[src/rtl/exc_arbiter.sv]
// MEM-stage exception collector feeding CP0: prioritised exception code, EPC, BadVAddr, BD flag and IP lines.
// Define EXC_INT_SYNC_EN to insert a 2-flop synchroniser on ext_int_i ahead of the IP register.

`ifndef EC_None
`define EC_None 5'h1f
`endif
`ifndef EC_Eret
`define EC_Eret 5'h10
`endif

module exc_arbiter #(
  parameter int INT_WIDTH     = 6,
  parameter int TIMER_IRQ_BIT = 5
) (
  input  logic                 cpu_clk_75M,
  input  logic                 cpu_rst_n,
  input  logic                 stall_i,
  input  logic                 flush_i,
  input  logic                 inst_valid_i,
  input  logic [31:0]          pc_i,
  input  logic                 in_delay_i,
  input  logic                 if_adel_i,
  input  logic                 id_ri_i,
  input  logic                 id_sys_i,
  input  logic                 id_bp_i,
  input  logic                 id_eret_i,
  input  logic                 ex_ov_i,
  input  logic                 mem_adel_i,
  input  logic                 mem_ades_i,
  input  logic [31:0]          mem_addr_i,
  input  logic [INT_WIDTH-1:0] ext_int_i,
  input  logic                 int_time_i,
  input  logic [31:0]          status_i,
  output logic [INT_WIDTH-1:0] cp0_int_o,
  output logic [4:0]           exc_code_o,
  output logic [31:0]          exc_epc_o,
  output logic [31:0]          exc_badvaddr_o,
  output logic                 in_delay_o,
  output logic                 mem_kill_o
);

  typedef enum logic {RUN = 1'b0, HOLD = 1'b1} state_t;

  state_t                 state_reg;
  state_t                 state_next;
  logic [INT_WIDTH-1:0]   ip_reg;
  logic [INT_WIDTH-1:0]   ip_next;
  logic [INT_WIDTH-1:0]   ext_int_s;
  logic                   int_req;
  logic                   commit;
  logic                   reported;
  logic [4:0]             code;
  logic [31:0]            badvaddr;
  logic                   unused_status;

  assign unused_status = ^{status_i[31:10+INT_WIDTH], status_i[9:2]};

`ifdef EXC_INT_SYNC_EN
  logic [INT_WIDTH-1:0] sync1_reg;
  logic [INT_WIDTH-1:0] sync2_reg;

  always_ff @(posedge cpu_clk_75M or negedge cpu_rst_n) begin
    if (!cpu_rst_n) begin
      sync1_reg <= '0;
      sync2_reg <= '0;
    end else begin
      sync1_reg <= ext_int_i;
      sync2_reg <= sync1_reg;
    end
  end

  assign ext_int_s = sync2_reg;
`else
  assign ext_int_s = ext_int_i;
`endif

  // The CP0 timer bypasses any synchroniser: it is already in this clock domain.
  for (genvar gi = 0; gi < INT_WIDTH; gi++) begin : g_ip
    if (gi == TIMER_IRQ_BIT) begin : g_timer
      assign ip_next[gi] = ext_int_s[gi] | int_time_i;
    end else begin : g_ext
      assign ip_next[gi] = ext_int_s[gi];
    end
  end

  always_ff @(posedge cpu_clk_75M or negedge cpu_rst_n) begin
    if (!cpu_rst_n) begin
      ip_reg <= '0;
    end else begin
      ip_reg <= ip_next;
    end
  end

  assign cp0_int_o = ip_reg;
  assign int_req   = (|(ip_reg & status_i[10 +: INT_WIDTH])) & status_i[0] & ~status_i[1];

  // Outputs go idle while reset is held even though they are combinational from inputs.
  assign commit = cpu_rst_n & inst_valid_i & ~stall_i & ~flush_i & (state_reg == RUN);

  // State register
  always_ff @(posedge cpu_clk_75M or negedge cpu_rst_n) begin
    if (!cpu_rst_n) begin
      state_reg <= RUN;
    end else begin
      state_reg <= state_next;
    end
  end

  // Next-state: one HOLD cycle after any report lets CP0's flush and EXL settle.
  always_comb begin
    state_next = RUN;
    if ((state_reg == RUN) && reported) begin
      state_next = HOLD;
    end
  end

  // Output logic: prioritised exception selection
  always_comb begin
    code     = `EC_None;
    badvaddr = '0;
    if (commit) begin
      if (int_req) begin
        code = 5'h00;
      end else if (if_adel_i) begin
        code     = 5'h04;
        badvaddr = pc_i;
      end else if (id_ri_i) begin
        code = 5'h0a;
      end else if (id_sys_i) begin
        code = 5'h08;
      end else if (id_bp_i) begin
        code = 5'h09;
      end else if (ex_ov_i) begin
        code = 5'h0c;
      end else if (mem_adel_i) begin
        code     = 5'h04;
        badvaddr = mem_addr_i;
      end else if (mem_ades_i) begin
        code     = 5'h05;
        badvaddr = mem_addr_i;
      end else if (id_eret_i) begin
        code = `EC_Eret;
      end
    end
  end

  assign reported       = (code != `EC_None);
  assign exc_code_o     = code;
  assign exc_badvaddr_o = badvaddr;
  assign exc_epc_o      = reported ? (in_delay_i ? pc_i - 32'd4 : pc_i) : 32'd0;
  assign in_delay_o     = in_delay_i & reported;
  assign mem_kill_o     = reported;

endmodule

[config.mk]
export PLATFORM = sky130hd
export DESIGN_NAME = exc_arbiter
export DESIGN_NICKNAME = d
export VERILOG_FILES = /design/src/rtl/exc_arbiter.sv
export SDC_FILE = /design/constraint.sdc
export NUM_CORES = 1
export LEC_CHECK = 0
export ABC_CLOCK_PERIOD_IN_PS = 2400
export CAP_MARGIN = 40
export CORE_MARGIN = 4
export CORE_UTILIZATION = 27
export DETAILED_ROUTE_END_ITERATION = 16
export PLACE_DENSITY_LB_ADDON = 0.12
export SYNTH_ARGS = -nofsm -noshare
export SYNTH_HDL_FRONTEND = slang
export SYNTH_SLANG_ARGS = --single-unit
[constraint.sdc]
create_clock -name cpu_clk_75M -period 2.4 [get_ports cpu_clk_75M]
set_input_delay 0.24 -clock cpu_clk_75M [delete_from_list [all_inputs] [get_ports cpu_clk_75M]]
set_output_delay 0.24 -clock cpu_clk_75M [all_outputs]
set_load 0.01 [all_outputs]
* Word level (Yosys, flattened, before mapping)
Cells that the tools add are included.
Storage, ports and cells: bits in registers 7, bits of input ports 117, output and inout port bits 77, word-level logic and storage cells 41
Operators by class: add/subtract/negate cells 1, equal/unequal tests 1, muxes and demuxes 22, bitwise operators 13, reductions and logical operators 2
Operators with widths (number):
- 32-bit 2-to-1 mux | 11
- 5-bit 2-to-1 mux | 9
- 32-bit by 3-bit subtractor with 32-bit output, second input constant | 1
- 1-bit AND | 7
- 6-bit AND | 1
- 6-bit OR reduction | 1
- 5-bit inequality test, second input constant | 1
- 4-bit 2-to-1 mux | 1
- 1-bit NOT | 4
- 1-bit logical AND | 1
- 1-bit 2-to-1 mux | 1
- 1-bit bitwise OR | 1

* Logic depth before layout (Yosys ltp)
word-level depth 13, depth in mapped cells 6, depth with buffers taken out 5

* Least setup slack after synthesis
OpenSTA, ideal clock, no wires.
kind input -> output, start point input pc_i[26], end point output exc_epc_o[29], arrival 1910 ps, data required time 2160 ps, setup slack 250 ps, stages 5, path buffers 1, cells stage by stage or4_1 > buf_2 > or3_1 > or4_4 > a21oi_2
Between the ends: longest elaborated chain between the ends 3
Ends and longest elaborated chain:
- start: declaration | line 20 | input logic [31:0] pc_i,
- 32-bit by 3-bit subtractor with 32-bit output | line 150 | assign exc_epc_o = reported ? (in_delay_i ? pc_i - 32'd4 : pc_i) : 32'd0;
- 32-bit 2-to-1 mux (2 in series) | line 150
- end: declaration | line 36 | output logic [31:0] exc_epc_o,
No other way between the ends.

* Worst setup path in the final report
start point input pc_i[26], end point output exc_epc_o[31]
The elaborated chain is that of the path after synthesis.

==> impl_metrics.tcl <==
set metrics [dict create \
    holdBufCountCts 0 \
    grt_max_degree 23 \
    largest_reg_flops 6 \
    worstReg2RegEnd "state_reg" \
    ys_seq_elements 7 \
    reg2reg_slack_ns 0.56 \
    finalNetCount 622 \
    stdcell_area_mm2 0.00418 \
    rsz0062_at_grt "true" \
    fmax_mhz 421 \
    core.rowCount 27 \
    die_area_mm2 0.00727 \
    ys_async_sr_fraction_pct 100 \
    start_util_pct 28.6 \
    cts_buffer_depth 2 \
    die_y_um 85.3 \
    clkSinkCount 7 \
    grt_pass1_vias 2963 \
    synth_edf_count 0 \
    fin_skew_ns 0.000200 \
    fin_setup_tns_ns 0 \
    antenna_found_initial 0 \
    utilization_pct 74.1 \
    via_count 2996 \
    io_pins 194 \
    htree_levels 1 \
    nFillCells 487 \
    routedWlPerCell_um 15.5 \
    grt_pass1_wl_mm 13.6 \
    power_density_mw_per_mm2 175 \
    drive_above_1_share_pct 34.4 \
    crit_path_max_fanout 4 \
    worst_ep_arrival_time_ns 2.14 \
    ys.warnings.count 0 \
    vdd_drop_max_mv 0.369 \
    synth_area_mm2 0.00161 \
    synth_top_area_cell "a22oi_1" \
    worstSetupPathType "in -> out" \
    seq_area_frac_synth_pct 10.9 \
    required_ns 2.16 \
    status "finished, final reports clean" \
    grt-ovfl-total 0 \
    r2r-start "cp0_int_o[3]" \
    coreArea_mm2 0.00564 \
    cts_tree "built" \
    p_total_mw 0.731 \
    setup.worst_path.end_class "primary output" \
    synth.net_count 366 \
    clock_latency_ns 0.23 \
    antenna_left 0 \
    synthDistinctLibCells 43 \
    place_congestion 0.815 \
    drv_cap 0 \
    cp-start-kind "primary input" \
    synthTopCellsByArea "a22oi_1 (15%), nor2_1 (13%), dfrtp_1 (11%), a21oi_1 (5.6%), o31ai_1 (5.6%)" \
    dr.pass1.iters 4 \
    leakagePower_nw 1.92 \
    cts_root_buffer "clkbuf_8" \
    cts.clk_slew.worst_paths_ns 0.04 \
    placed_cell_area_mm2 0.00395 \
    r2r_cells 7 \
    area_growth_pct 159 \
    totalWireLength_mm 8.93 \
    worst_slew_pin_slew_ns 0.445 \
    finalSetupViolCount 0 \
    drv_slew 0 \
    layout_common_cells "buf_4 (83), clkdlybuf4s50_1 (65), nor2_1 (55), dlygate4sd2_1 (44), a22oi_1 (32)" \
    synth_top_area_share_pct 14.9 \
    synthFlopType "dfrtp_1" \
    slew_headroom_pct 70.1 \
    grtUsageTotal_pct 22.4 \
    numCtsBuffers 3 \
    drt_iter0_markers 100 \
    drc 0 \
    post_synth.cell_area_avg_um2 6.50 \
    period_needed_ns 2.38 \
    n_antenna_cell 0 \
    die_w_um 85.3 \
    dpl.hpwl_mm 6.96 \
    final-hold-violation-count 0 \
    vias_per_cell 5.21 \
    period_share_pct 99.0 \
    synthCells 248 \
    hold_path.class "in -> async" \
    portBuffers 169 \
    final_common_cell "buf_4" \
]
## report_power, final
part | switching (mW) | leakage, nW | total, mW | internal (mW)
Sequential | 0.00369 | 0.0823 | 0.128 | 0.124
Combinational | 0.176 | 1.81 | 0.441 | 0.264
Clock | 0.0474 | 0.0228 | 0.162 | 0.115
Total | 0.227 | 1.92 | 0.731 | 0.503
## through the flow
step                      setup slack (ns)  hold slack [ns]  std cells
after CTS                           -0.167            0.332        569
after detailed placement            -0.688            0.574        546
after global routing               -0.0450            0.340        575
final                               0.0230            0.335        575
after floorplan                      0.250          -0.0556        248
after global placement              -0.679            0.573        546
## cell usage after synthesis (2+ instances only)
cell type / count
nor3_1: 7
or4_2: 2
dfrtp_1: 7
clkbuf_1: 16
nand4b_1: 3
inv_1: 7
a22oi_1: 32
or2_2: 4
nor2_1: 55
o41ai_1: 2
nand3_1: 3
nand2b_1: 4
nand4_1: 3
o21ai_1: 2
nand2_1: 7
nor4_1: 5
or4_1: 10
o21ai_0: 7
o31ai_1: 12
xor2_1: 10
or3_1: 8
a22o_1: 3
nand3b_1: 2
a21oi_1: 18
## critical path, stage by stage
cell and delay, ns:
buf_6 0.09, or4_4 0.54, buf_6 0.14, or3_4 0.32, or4_4 0.52, a21oi_2 0.13
buf_2 0.14
## worst max path at each step
stage	startpoint	endpoint	slack, ns
floorplan	pc_i[26]	exc_epc_o[29]	0.25
global placement	pc_i[26]	exc_epc_o[29]	-0.68
detailed placement	pc_i[26]	exc_epc_o[29]	-0.69
CTS	cp0_int_o[4]	exc_epc_o[16]	-0.17
global route	pc_i[6]	exc_epc_o[28]	-0.05
finish	pc_i[26]	exc_epc_o[31]	0.02
## timing repair
item | 4_1_cts | 5_1_grt
buffers inserted | 17 | 7
gates cloned | 2 | 0
gates resized for setup | 176 | 70
pin swaps | 18 | 20
setup endpoints to repair | 69 | 64
## cell type report
class | instances | area [um^2] | share of cell area [%]
repair buffers | 269 | 2380 | 56.9
flip-flops and latches | 7 | 175 | 4.19
multi-input cells | 216 | 1470 | 35.1
inverters | 7 | 26.3 | 0.629
well taps | 72 | 90.1 | 2.16
clock buffers | 4 | 45.0 | 1.08
## routing by layer
| layer | GRT usage, % | share of wire [%] | vias up |
|---|---|---|---|
| li1 | - | - | 1462 |
| met1 | 25.6 | 41 | 1399 |
| met2 | 41.1 | 49 | 118 |
| met3 | 4.56 | 7.3 | 17 |
| met4 | 7.34 | 2.4 | 0 |
| met5 | 0 | 0 | - |
## cell families (layout without fill, tap and decap cells)
| kind of cell | after synthesis | count (layout) | synth area share, % |
|---|---|---|---|
| AO/OA/AOI/OAI | 84 | 84 | 35.9 |
| XOR/XNOR | 11 | 11 | 5.98 |
| adder cells (fa/ha/maj) | 1 | 1 | 0.776 |
| buffers and inverters | 25 | 280 | 5.98 |
| flip-flops | 7 | 7 | 10.9 |
| AND/OR/NAND/NOR | 120 | 120 | 40.5 |
(Power assumes the default switching activity.)
